==> src/rtl/ahb_shared_bus_sequencer_if.sv <==
// Core-side handshake and AHB-Lite master signals for the shared fetch/data bus sequencer.
interface ahb_shared_bus_sequencer_if #(
    parameter int ADDR_WIDTH = 32,
    parameter int DATA_WIDTH = 32
);
    logic                  enable;
    logic [ADDR_WIDTH-1:0] pc_in;
    logic [31:0]           instr_out;
    logic                  instr_valid;
    logic                  mem_req;
    logic                  mem_we;
    logic [1:0]            mem_size;
    logic [ADDR_WIDTH-1:0] mem_addr;
    logic [DATA_WIDTH-1:0] mem_wdata;
    logic [DATA_WIDTH-1:0] rdata;
    logic                  rdata_valid;
    logic                  retire;
    logic                  bus_error;
    logic [ADDR_WIDTH-1:0] err_addr;
    logic [ADDR_WIDTH-1:0] HADDR;
    logic [1:0]            HTRANS;
    logic                  HWRITE;
    logic [2:0]            HSIZE;
    logic [DATA_WIDTH-1:0] HWDATA;
    logic [DATA_WIDTH-1:0] HRDATA;
    logic                  HREADY;
    logic                  HRESP;

    modport master (
        input  enable, pc_in, mem_req, mem_we, mem_size, mem_addr, mem_wdata,
               HRDATA, HREADY, HRESP,
        output instr_out, instr_valid, rdata, rdata_valid, retire, bus_error, err_addr,
               HADDR, HTRANS, HWRITE, HSIZE, HWDATA
    );

    modport slave (
        output enable, pc_in, mem_req, mem_we, mem_size, mem_addr, mem_wdata,
               HRDATA, HREADY, HRESP,
        input  instr_out, instr_valid, rdata, rdata_valid, retire, bus_error, err_addr,
               HADDR, HTRANS, HWRITE, HSIZE, HWDATA
    );
endinterface

==> src/rtl/ahb_shared_bus_sequencer.sv <==
// Fetch -> execute -> optional data access sequencer sharing one AHB-Lite master port.
// Traps on HRESP, a stuck data phase, or a misaligned/illegal data access.
module ahb_shared_bus_sequencer #(
    parameter int ADDR_WIDTH     = 32,
    parameter int DATA_WIDTH     = 32,
    parameter int TIMEOUT_CYCLES = 16
) (
    input logic i_clock,
    input logic i_reset,
    ahb_shared_bus_sequencer_if.master bus
);
    localparam int CW = (TIMEOUT_CYCLES > 0) ? $clog2(TIMEOUT_CYCLES + 1) : 1;

    typedef enum logic [2:0] {
        S_IDLE, S_F_ADDR, S_F_DATA, S_EXEC, S_D_ADDR, S_D_DATA, S_ERROR
    } state_t;

    state_t                r_state, w_next;
    logic [ADDR_WIDTH-1:0] r_haddr, r_addr_q, r_err_addr, w_haddr;
    logic                  r_hwrite, r_we_q, w_hwrite;
    logic [2:0]            r_hsize, w_hsize;
    logic [1:0]            r_size_q;
    logic [DATA_WIDTH-1:0] r_wdata_q;
    logic [31:0]           r_instr, w_fetch_word;
    logic [CW-1:0]         r_cnt;
    logic                  w_data_phase, w_done, w_timeout, w_legal;

    // In a 64-bit bus the fetched word sits in the lane selected by address bit 2.
    generate
        if (DATA_WIDTH == 64) begin : g_lane64
            assign w_fetch_word = r_haddr[2] ? bus.HRDATA[63:32] : bus.HRDATA[31:0];
        end else begin : g_lane32
            assign w_fetch_word = bus.HRDATA[31:0];
        end
    endgenerate

    always_comb begin
        w_legal = 1'b0;
        case (bus.mem_size)
            2'b00: w_legal = 1'b1;
            2'b01: w_legal = ~bus.mem_addr[0];
            2'b10: w_legal = (bus.mem_addr[1:0] == 2'b00);
            2'b11: w_legal = (DATA_WIDTH == 64) && (bus.mem_addr[2:0] == 3'b000);
            default: w_legal = 1'b0;
        endcase
    end

    assign w_data_phase = (r_state == S_F_DATA) || (r_state == S_D_DATA);
    assign w_done       = w_data_phase && bus.HREADY && !bus.HRESP;
    assign w_timeout    = (TIMEOUT_CYCLES != 0) && w_data_phase && !bus.HREADY &&
                          (32'(r_cnt) == 32'(TIMEOUT_CYCLES - 1));

    always_comb begin
        w_next = r_state;
        case (r_state)
            S_IDLE:   if (bus.enable) w_next = S_F_ADDR;
            S_F_ADDR: w_next = S_F_DATA;
            S_F_DATA: begin
                if (bus.HRESP || w_timeout) w_next = S_ERROR;
                else if (bus.HREADY)        w_next = S_EXEC;
            end
            S_EXEC: begin
                if (!bus.mem_req)  w_next = bus.enable ? S_F_ADDR : S_IDLE;
                else if (w_legal)  w_next = S_D_ADDR;
                else               w_next = S_ERROR;
            end
            S_D_ADDR: w_next = S_D_DATA;
            S_D_DATA: begin
                if (bus.HRESP || w_timeout) w_next = S_ERROR;
                else if (bus.HREADY)        w_next = bus.enable ? S_F_ADDR : S_IDLE;
            end
            S_ERROR:  w_next = S_ERROR;
            default:  w_next = S_IDLE;
        endcase
    end

    // Address-phase controls are live only in the two address states and hold otherwise.
    always_comb begin
        w_haddr  = r_haddr;
        w_hwrite = r_hwrite;
        w_hsize  = r_hsize;
        if (r_state == S_F_ADDR) begin
            w_haddr  = bus.pc_in;
            w_hwrite = 1'b0;
            w_hsize  = 3'b010;
        end else if (r_state == S_D_ADDR) begin
            w_haddr  = r_addr_q;
            w_hwrite = r_we_q;
            w_hsize  = {1'b0, r_size_q};
        end
    end

    assign bus.HADDR       = w_haddr;
    assign bus.HWRITE      = w_hwrite;
    assign bus.HSIZE       = w_hsize;
    assign bus.HTRANS      = ((r_state == S_F_ADDR) || (r_state == S_D_ADDR)) ? 2'b10 : 2'b00;
    assign bus.HWDATA      = r_wdata_q;
    assign bus.instr_out   = r_instr;
    assign bus.instr_valid = (r_state == S_EXEC);
    assign bus.retire      = ((r_state == S_EXEC) && !bus.mem_req) || ((r_state == S_D_DATA) && w_done);
    assign bus.rdata       = bus.HRDATA;
    assign bus.rdata_valid = (r_state == S_D_DATA) && w_done && !r_we_q;
    assign bus.bus_error   = (r_state == S_ERROR);
    assign bus.err_addr    = r_err_addr;

    always_ff @(posedge i_clock) begin
        if (!i_reset) begin
            r_state    <= S_IDLE;
            r_haddr    <= '0;
            r_hwrite   <= 1'b0;
            r_hsize    <= 3'b010;
            r_addr_q   <= '0;
            r_we_q     <= 1'b0;
            r_size_q   <= 2'b00;
            r_wdata_q  <= '0;
            r_instr    <= 32'h0000_0013;
            r_err_addr <= '0;
            r_cnt      <= '0;
        end else begin
            r_state <= w_next;
            if ((r_state == S_F_ADDR) || (r_state == S_D_ADDR)) begin
                r_haddr  <= w_haddr;
                r_hwrite <= w_hwrite;
                r_hsize  <= w_hsize;
            end
            if (r_state == S_EXEC) begin
                r_addr_q  <= bus.mem_addr;
                r_we_q    <= bus.mem_we;
                r_size_q  <= bus.mem_size;
                r_wdata_q <= bus.mem_wdata;
            end
            if ((r_state == S_F_DATA) && w_done)
                r_instr <= w_fetch_word;
            // EXEC traps report the offending data address; bus traps report the phase address.
            if ((w_next == S_ERROR) && (r_state != S_ERROR))
                r_err_addr <= (r_state == S_EXEC) ? bus.mem_addr : r_haddr;
            if (w_data_phase && !bus.HREADY && (w_next == r_state))
                r_cnt <= r_cnt + 1'b1;
            else
                r_cnt <= '0;
        end
    end
endmodule

==> src/flat_wrapper.sv <==
// flat-port wrapper written by rule: the top's interface ports become plain ports
module ahb_shared_bus_sequencer_flat 
#(
    parameter int ADDR_WIDTH     = 32,
    parameter int DATA_WIDTH     = 32,
    parameter int TIMEOUT_CYCLES = 16
)
  (i_clock, i_reset, bus_enable, bus_pc_in, bus_mem_req, bus_mem_we, bus_mem_size, bus_mem_addr, bus_mem_wdata, bus_HRDATA, bus_HREADY, bus_HRESP, bus_instr_out, bus_instr_valid, bus_rdata, bus_rdata_valid, bus_retire, bus_bus_error, bus_err_addr, bus_HADDR, bus_HTRANS, bus_HWRITE, bus_HSIZE, bus_HWDATA);
  ahb_shared_bus_sequencer_if #(.ADDR_WIDTH(ADDR_WIDTH), .DATA_WIDTH(DATA_WIDTH)) bus_i ();
  input logic i_clock;
  input logic i_reset;
  input wire logic [$bits(bus_i.enable)-1:0] bus_enable;
  input wire logic [$bits(bus_i.pc_in)-1:0] bus_pc_in;
  input wire logic [$bits(bus_i.mem_req)-1:0] bus_mem_req;
  input wire logic [$bits(bus_i.mem_we)-1:0] bus_mem_we;
  input wire logic [$bits(bus_i.mem_size)-1:0] bus_mem_size;
  input wire logic [$bits(bus_i.mem_addr)-1:0] bus_mem_addr;
  input wire logic [$bits(bus_i.mem_wdata)-1:0] bus_mem_wdata;
  input wire logic [$bits(bus_i.HRDATA)-1:0] bus_HRDATA;
  input wire logic [$bits(bus_i.HREADY)-1:0] bus_HREADY;
  input wire logic [$bits(bus_i.HRESP)-1:0] bus_HRESP;
  output wire logic [$bits(bus_i.instr_out)-1:0] bus_instr_out;
  output wire logic [$bits(bus_i.instr_valid)-1:0] bus_instr_valid;
  output wire logic [$bits(bus_i.rdata)-1:0] bus_rdata;
  output wire logic [$bits(bus_i.rdata_valid)-1:0] bus_rdata_valid;
  output wire logic [$bits(bus_i.retire)-1:0] bus_retire;
  output wire logic [$bits(bus_i.bus_error)-1:0] bus_bus_error;
  output wire logic [$bits(bus_i.err_addr)-1:0] bus_err_addr;
  output wire logic [$bits(bus_i.HADDR)-1:0] bus_HADDR;
  output wire logic [$bits(bus_i.HTRANS)-1:0] bus_HTRANS;
  output wire logic [$bits(bus_i.HWRITE)-1:0] bus_HWRITE;
  output wire logic [$bits(bus_i.HSIZE)-1:0] bus_HSIZE;
  output wire logic [$bits(bus_i.HWDATA)-1:0] bus_HWDATA;
  assign bus_i.enable = bus_enable;
  assign bus_i.pc_in = bus_pc_in;
  assign bus_i.mem_req = bus_mem_req;
  assign bus_i.mem_we = bus_mem_we;
  assign bus_i.mem_size = bus_mem_size;
  assign bus_i.mem_addr = bus_mem_addr;
  assign bus_i.mem_wdata = bus_mem_wdata;
  assign bus_i.HRDATA = bus_HRDATA;
  assign bus_i.HREADY = bus_HREADY;
  assign bus_i.HRESP = bus_HRESP;
  assign bus_instr_out = bus_i.instr_out;
  assign bus_instr_valid = bus_i.instr_valid;
  assign bus_rdata = bus_i.rdata;
  assign bus_rdata_valid = bus_i.rdata_valid;
  assign bus_retire = bus_i.retire;
  assign bus_bus_error = bus_i.bus_error;
  assign bus_err_addr = bus_i.err_addr;
  assign bus_HADDR = bus_i.HADDR;
  assign bus_HTRANS = bus_i.HTRANS;
  assign bus_HWRITE = bus_i.HWRITE;
  assign bus_HSIZE = bus_i.HSIZE;
  assign bus_HWDATA = bus_i.HWDATA;
  ahb_shared_bus_sequencer #(.ADDR_WIDTH(ADDR_WIDTH), .DATA_WIDTH(DATA_WIDTH), .TIMEOUT_CYCLES(TIMEOUT_CYCLES)) u_core (.i_clock(i_clock), .i_reset(i_reset), .bus(bus_i));
endmodule
==> config.mk <==
export PLATFORM = sky130hd
export DESIGN_NAME = ahb_shared_bus_sequencer_flat
export DESIGN_NICKNAME = d
export VERILOG_FILES = /design/src/rtl/ahb_shared_bus_sequencer_if.sv /design/src/rtl/ahb_shared_bus_sequencer.sv /design/src/flat_wrapper.sv
export SDC_FILE = /design/constraint.sdc
export NUM_CORES = 1
export LEC_CHECK = 0
export CAP_MARGIN = 20
export CORE_ASPECT_RATIO = 1.75
export CORE_MARGIN = 8
export CORE_UTILIZATION = 35
export CTS_BUF_LIST = sky130_fd_sc_hd__clkbuf_4
export DETAILED_ROUTE_END_ITERATION = 7
export HOLD_SLACK_MARGIN = 0.1
export MAX_ROUTING_LAYER = met4
export PLACE_DENSITY = 0.74
export SYNTH_ARGS = -nofsm -noshare
export SYNTH_HDL_FRONTEND = slang
export SYNTH_SLANG_ARGS = --single-unit
==> constraint.sdc <==
create_clock -name i_clock -period 2.4 [get_ports i_clock]
set_clock_uncertainty 0.2 [all_clocks]
set_input_delay 0.36 -clock i_clock [delete_from_list [all_inputs] [get_ports i_clock]]
set_output_delay 0.36 -clock i_clock [all_outputs]
set_load 0.02 [all_outputs]
==> results.py <==
metrics = {
    "yosys": {
        "synth.avg_cell_area_sq_um": 8.77,
        "synth_top_area_share_pct": 44.0,
        "synth_area_leaders": "dfxtp_1 44%, nand2_1 14%, a21boi_0 4.6%, a21boi_1 4.5%, mux2i_1 4.0%",
        "syn_area_sq_um": 7960,
        "yosysSeqAreaShare_pct": 44.0,
        "async_flop_share_pct": 0,
        "synth_ff_type": "dfxtp_1",
        "synthesis.nets": 1046,
        "yosysWarnings": 0,
        "yosysMostFrequentCell": "nand2_1",
        "synth-edff-count": 0,
        "ys_ff_latch": 175,
        "synth_top_area_cell": "dfxtp_1",
        "synth_cells": 907,
        "yosysUniqueCellTypes": 48,
        "synth_common_cells": "299 x nand2_1, 175 x dfxtp_1, 49 x a21boi_0, 48 x a21boi_1, 42 x buf_4",
    },
    "grt": {
        "grtUsageTotal_pct": 21.2,
        "grt_max_degree": 86,
        "grt_pass1_wl_um": 44100,
        "globalRouteOverflowTotal": 0,
        "grt_pass1_vias": 7801,
        "grt_antenna_before_repair": 5,
    },
    "placement": {
        "globalplace.congestion": 0.810,
        "pre_cts_slack_ns": -0.299,
        "dpl.hpwl_um": 19300,
        "io_buffers": 305,
    },
    "flow_run": {
        "cap_violations": 0,
    },
    "floorplanning": {
        "coreArea_sq_um": 22600,
        "num_io_pins": 307,
        "fp.dieW_um": 130,
        "die_y_um": 215,
        "rows": 73,
        "die_area_sq_um": 28000,
        "start_util_pct": 35.3,
    },
    "layout": {
        "synthToLayoutAreaGrowth_pct": 61.7,
        "nNetsFinal": 1396,
        "n_fill_cell": 1935,
        "seqCellArea_sq_um": 3510,
        "final_util_pct": 57.0,
        "multiInputGateArea_sq_um": 4020,
        "drive_above_1_share_pct": 19.4,
    },
    "clock_tree": {
        "cts_tree": "yes",
        "cts_buffers": 17,
        "cts_root_buffer": "clkbuf_4",
        "cts.path.max_buffers": 2,
        "clk_latency_ns": 0.58,
        "htreeDepth": 4,
        "path_clk_slew_ns": 0.14,
        "clkSinkCount": 175,
    },
    "outcome": {
        "violations": "setup timing",
        "status": "complete, but fails checks",
    },
    "sta": {
        "setup_viol": 36,
        "period_needed_ns": 2.62,
        "clock.fmax_mhz": 382,
        "grt_setup_unrepaired": "yes",
        "fin_ws_ns": -0.217,
        "setup_tns_ns": -5.57,
        "final_max_slew_viol_count": 0,
        "finalHoldViolations": 0,
        "min_period_over_period_pct": 109,
    },
    "setup_path": {
        "startpoint": "u_core.r_state[2]",
        "crit_type": "flip-flop to output pin",
        "critPathMaxFanout": 5,
        "worst-r2r-cell-count": 7,
        "worst-r2r-setup-slack_ns": 0.15,
        "required_ns": 1.84,
        "rr_endpoint": "u_core.bus.instr_out[0]",
        "startpoint_type": "flip-flop",
        "reg2reg_from": "u_core.r_state[0]",
        "endpoint": "bus_HSIZE[1]",
        "cp-end-kind": "output pin",
        "worstPathArrival_ns": 2.06,
    },
    "drt": {
        "via_per_inst": 4.91,
        "antenna_left": 0,
        "dr.pass1.iters": 4,
        "wl_per_cell_um": 18.8,
        "drt_iter0_drc": 412,
        "routed_wl_um": 29700,
        "drc_errors": 0,
        "dr_total_vias": 7722,
    },
    "pwr": {
        "power_w": 0.00653,
        "p_leak_nw": 5.20,
        "p_per_area_nw_per_um2": 508,
        "worst_ir_drop_vdd_v": 0.000428,
    },
    "worst_hold_path": {
        "min_from": "bus_HRDATA[4]",
        "hp-class": "input port to flip-flop",
    },
}
==> report_power, final <==
group	leakage (nW)	switching (W)	internal (W)
Combinational	3.62	0.000748	0.000871
Sequential	1.41	0.0000488	0.00297
Clock	0.166	0.00104	0.000851
==> cell usage in the layout (no fill, tap or decap), types with 4 or more instances in the layout <==
cell             count
mux2_1               6
dlygate4sd3_1       60
nand3_2             13
clkbuf_4            20
buf_12              17
mux2i_1             32
a21boi_1            49
a22oi_1             12
and2_1              18
a22oi_2             20
nand2_2             21
diode_2              5
o211a_1             19
buf_6               39
buf_2                5
buf_4               39
nand3_1             21
mux2_2              26
nand2_1            277
inv_1                4
dfxtp_1            172
a21boi_0            48
clkdlybuf4s50_1    263
bufinv_16            4
buf_16               5
nor3_1               7
==> worst max-delay path, stage by stage (launching register included) <==
cell and delay [ns]:
dfxtp_4 0.41, or3b_4 0.49, buf_12 0.19, o22ai_4 0.21, inv_2 0.05, buf_6 0.13
==> worst min-delay path by stage <==
stage,cells past startpoint,slack (ns),to
floorplan,1,0.23,u_core.r_cnt[0]
global placement,2,0.24,u_core.bus.instr_out[22]
detailed placement,2,0.24,u_core.bus.instr_out[18]
CTS,3,0.10,u_core.bus.HWDATA[12]
global route,3,0.12,u_core.bus.instr_out[16]
finish,3,0.16,u_core.bus.instr_out[4]
==> what timing repair did <==
| item | CTS | global route |
|---|---|---|
| pin swaps | 12 | 24 |
| endpoints found under the hold margin | 82 | 0 |
| endpoints found under the setup margin | 41 | 41 |
| cloned | 6 | 2 |
| buffers inserted | 16 | 9 |
| hold buffers | 60 | 0 |
| resized for setup | 251 | 73 |
==> cell type report <==
type                    instances  share of cell area (%)
well taps                     300                    2.92
clock inverters                11                    1.29
inverters                       7                   0.204
diodes                          5                  0.0973
multi-input cells             622                    31.3
clock buffers                  20                    1.17
flip-flops and latches        175                    27.3
repair buffers                434                    35.7
==> stage by stage <==
step | instances | hold slack (ns) | cell area [sq um]
floorplan | 907 | 0.233 | 7960
global placement | 1446 | 0.240 | 11100
detailed placement | 1446 | 0.244 | 11100
CTS | 1559 | 0.101 | 12500
global route | 1574 | 0.116 | 12900
finish | 1574 | 0.159 | 12900
==> metal layers <==
layer	routed length [um]	vias to the layer above	global-route usage (%)	share of wire, %
met5	0	-	-	0
met4	1440	0	12.7	4.9
met3	1790	80	4.96	6.0
met2	15200	265	35.8	51
met1	11200	3640	21.9	38
li1	-	3737	-	-
==> flip-flops by register name (all words and copies together), names as in the netlist <==
register,cells
u_core.bus.HWDATA,32
u_core.bus.err_addr,32
u_core.bus.instr_out,32
u_core.r_hwrite,1
u_core.r_haddr,32
u_core.r_cnt,5
u_core.r_hsize,3
u_core.r_size_q,2
u_core.r_we_q,1
u_core.r_state,3
u_core.r_addr_q,32
==> kinds of logic after synthesis <==
group,Yosys count,share of synthesized area (%)
flip-flops,175,44.0
buffers and inverters,110,8.68
multiplexers,64,8.56
other,1,0.0471
AND/OR/NAND/NOR,388,21.0
adder cells (fa/ha/maj),2,0.315
AO/OA/AOI/OAI,165,17.1
XOR/XNOR,2,0.220
Note: power is estimated with default switching activity, not from simulation.
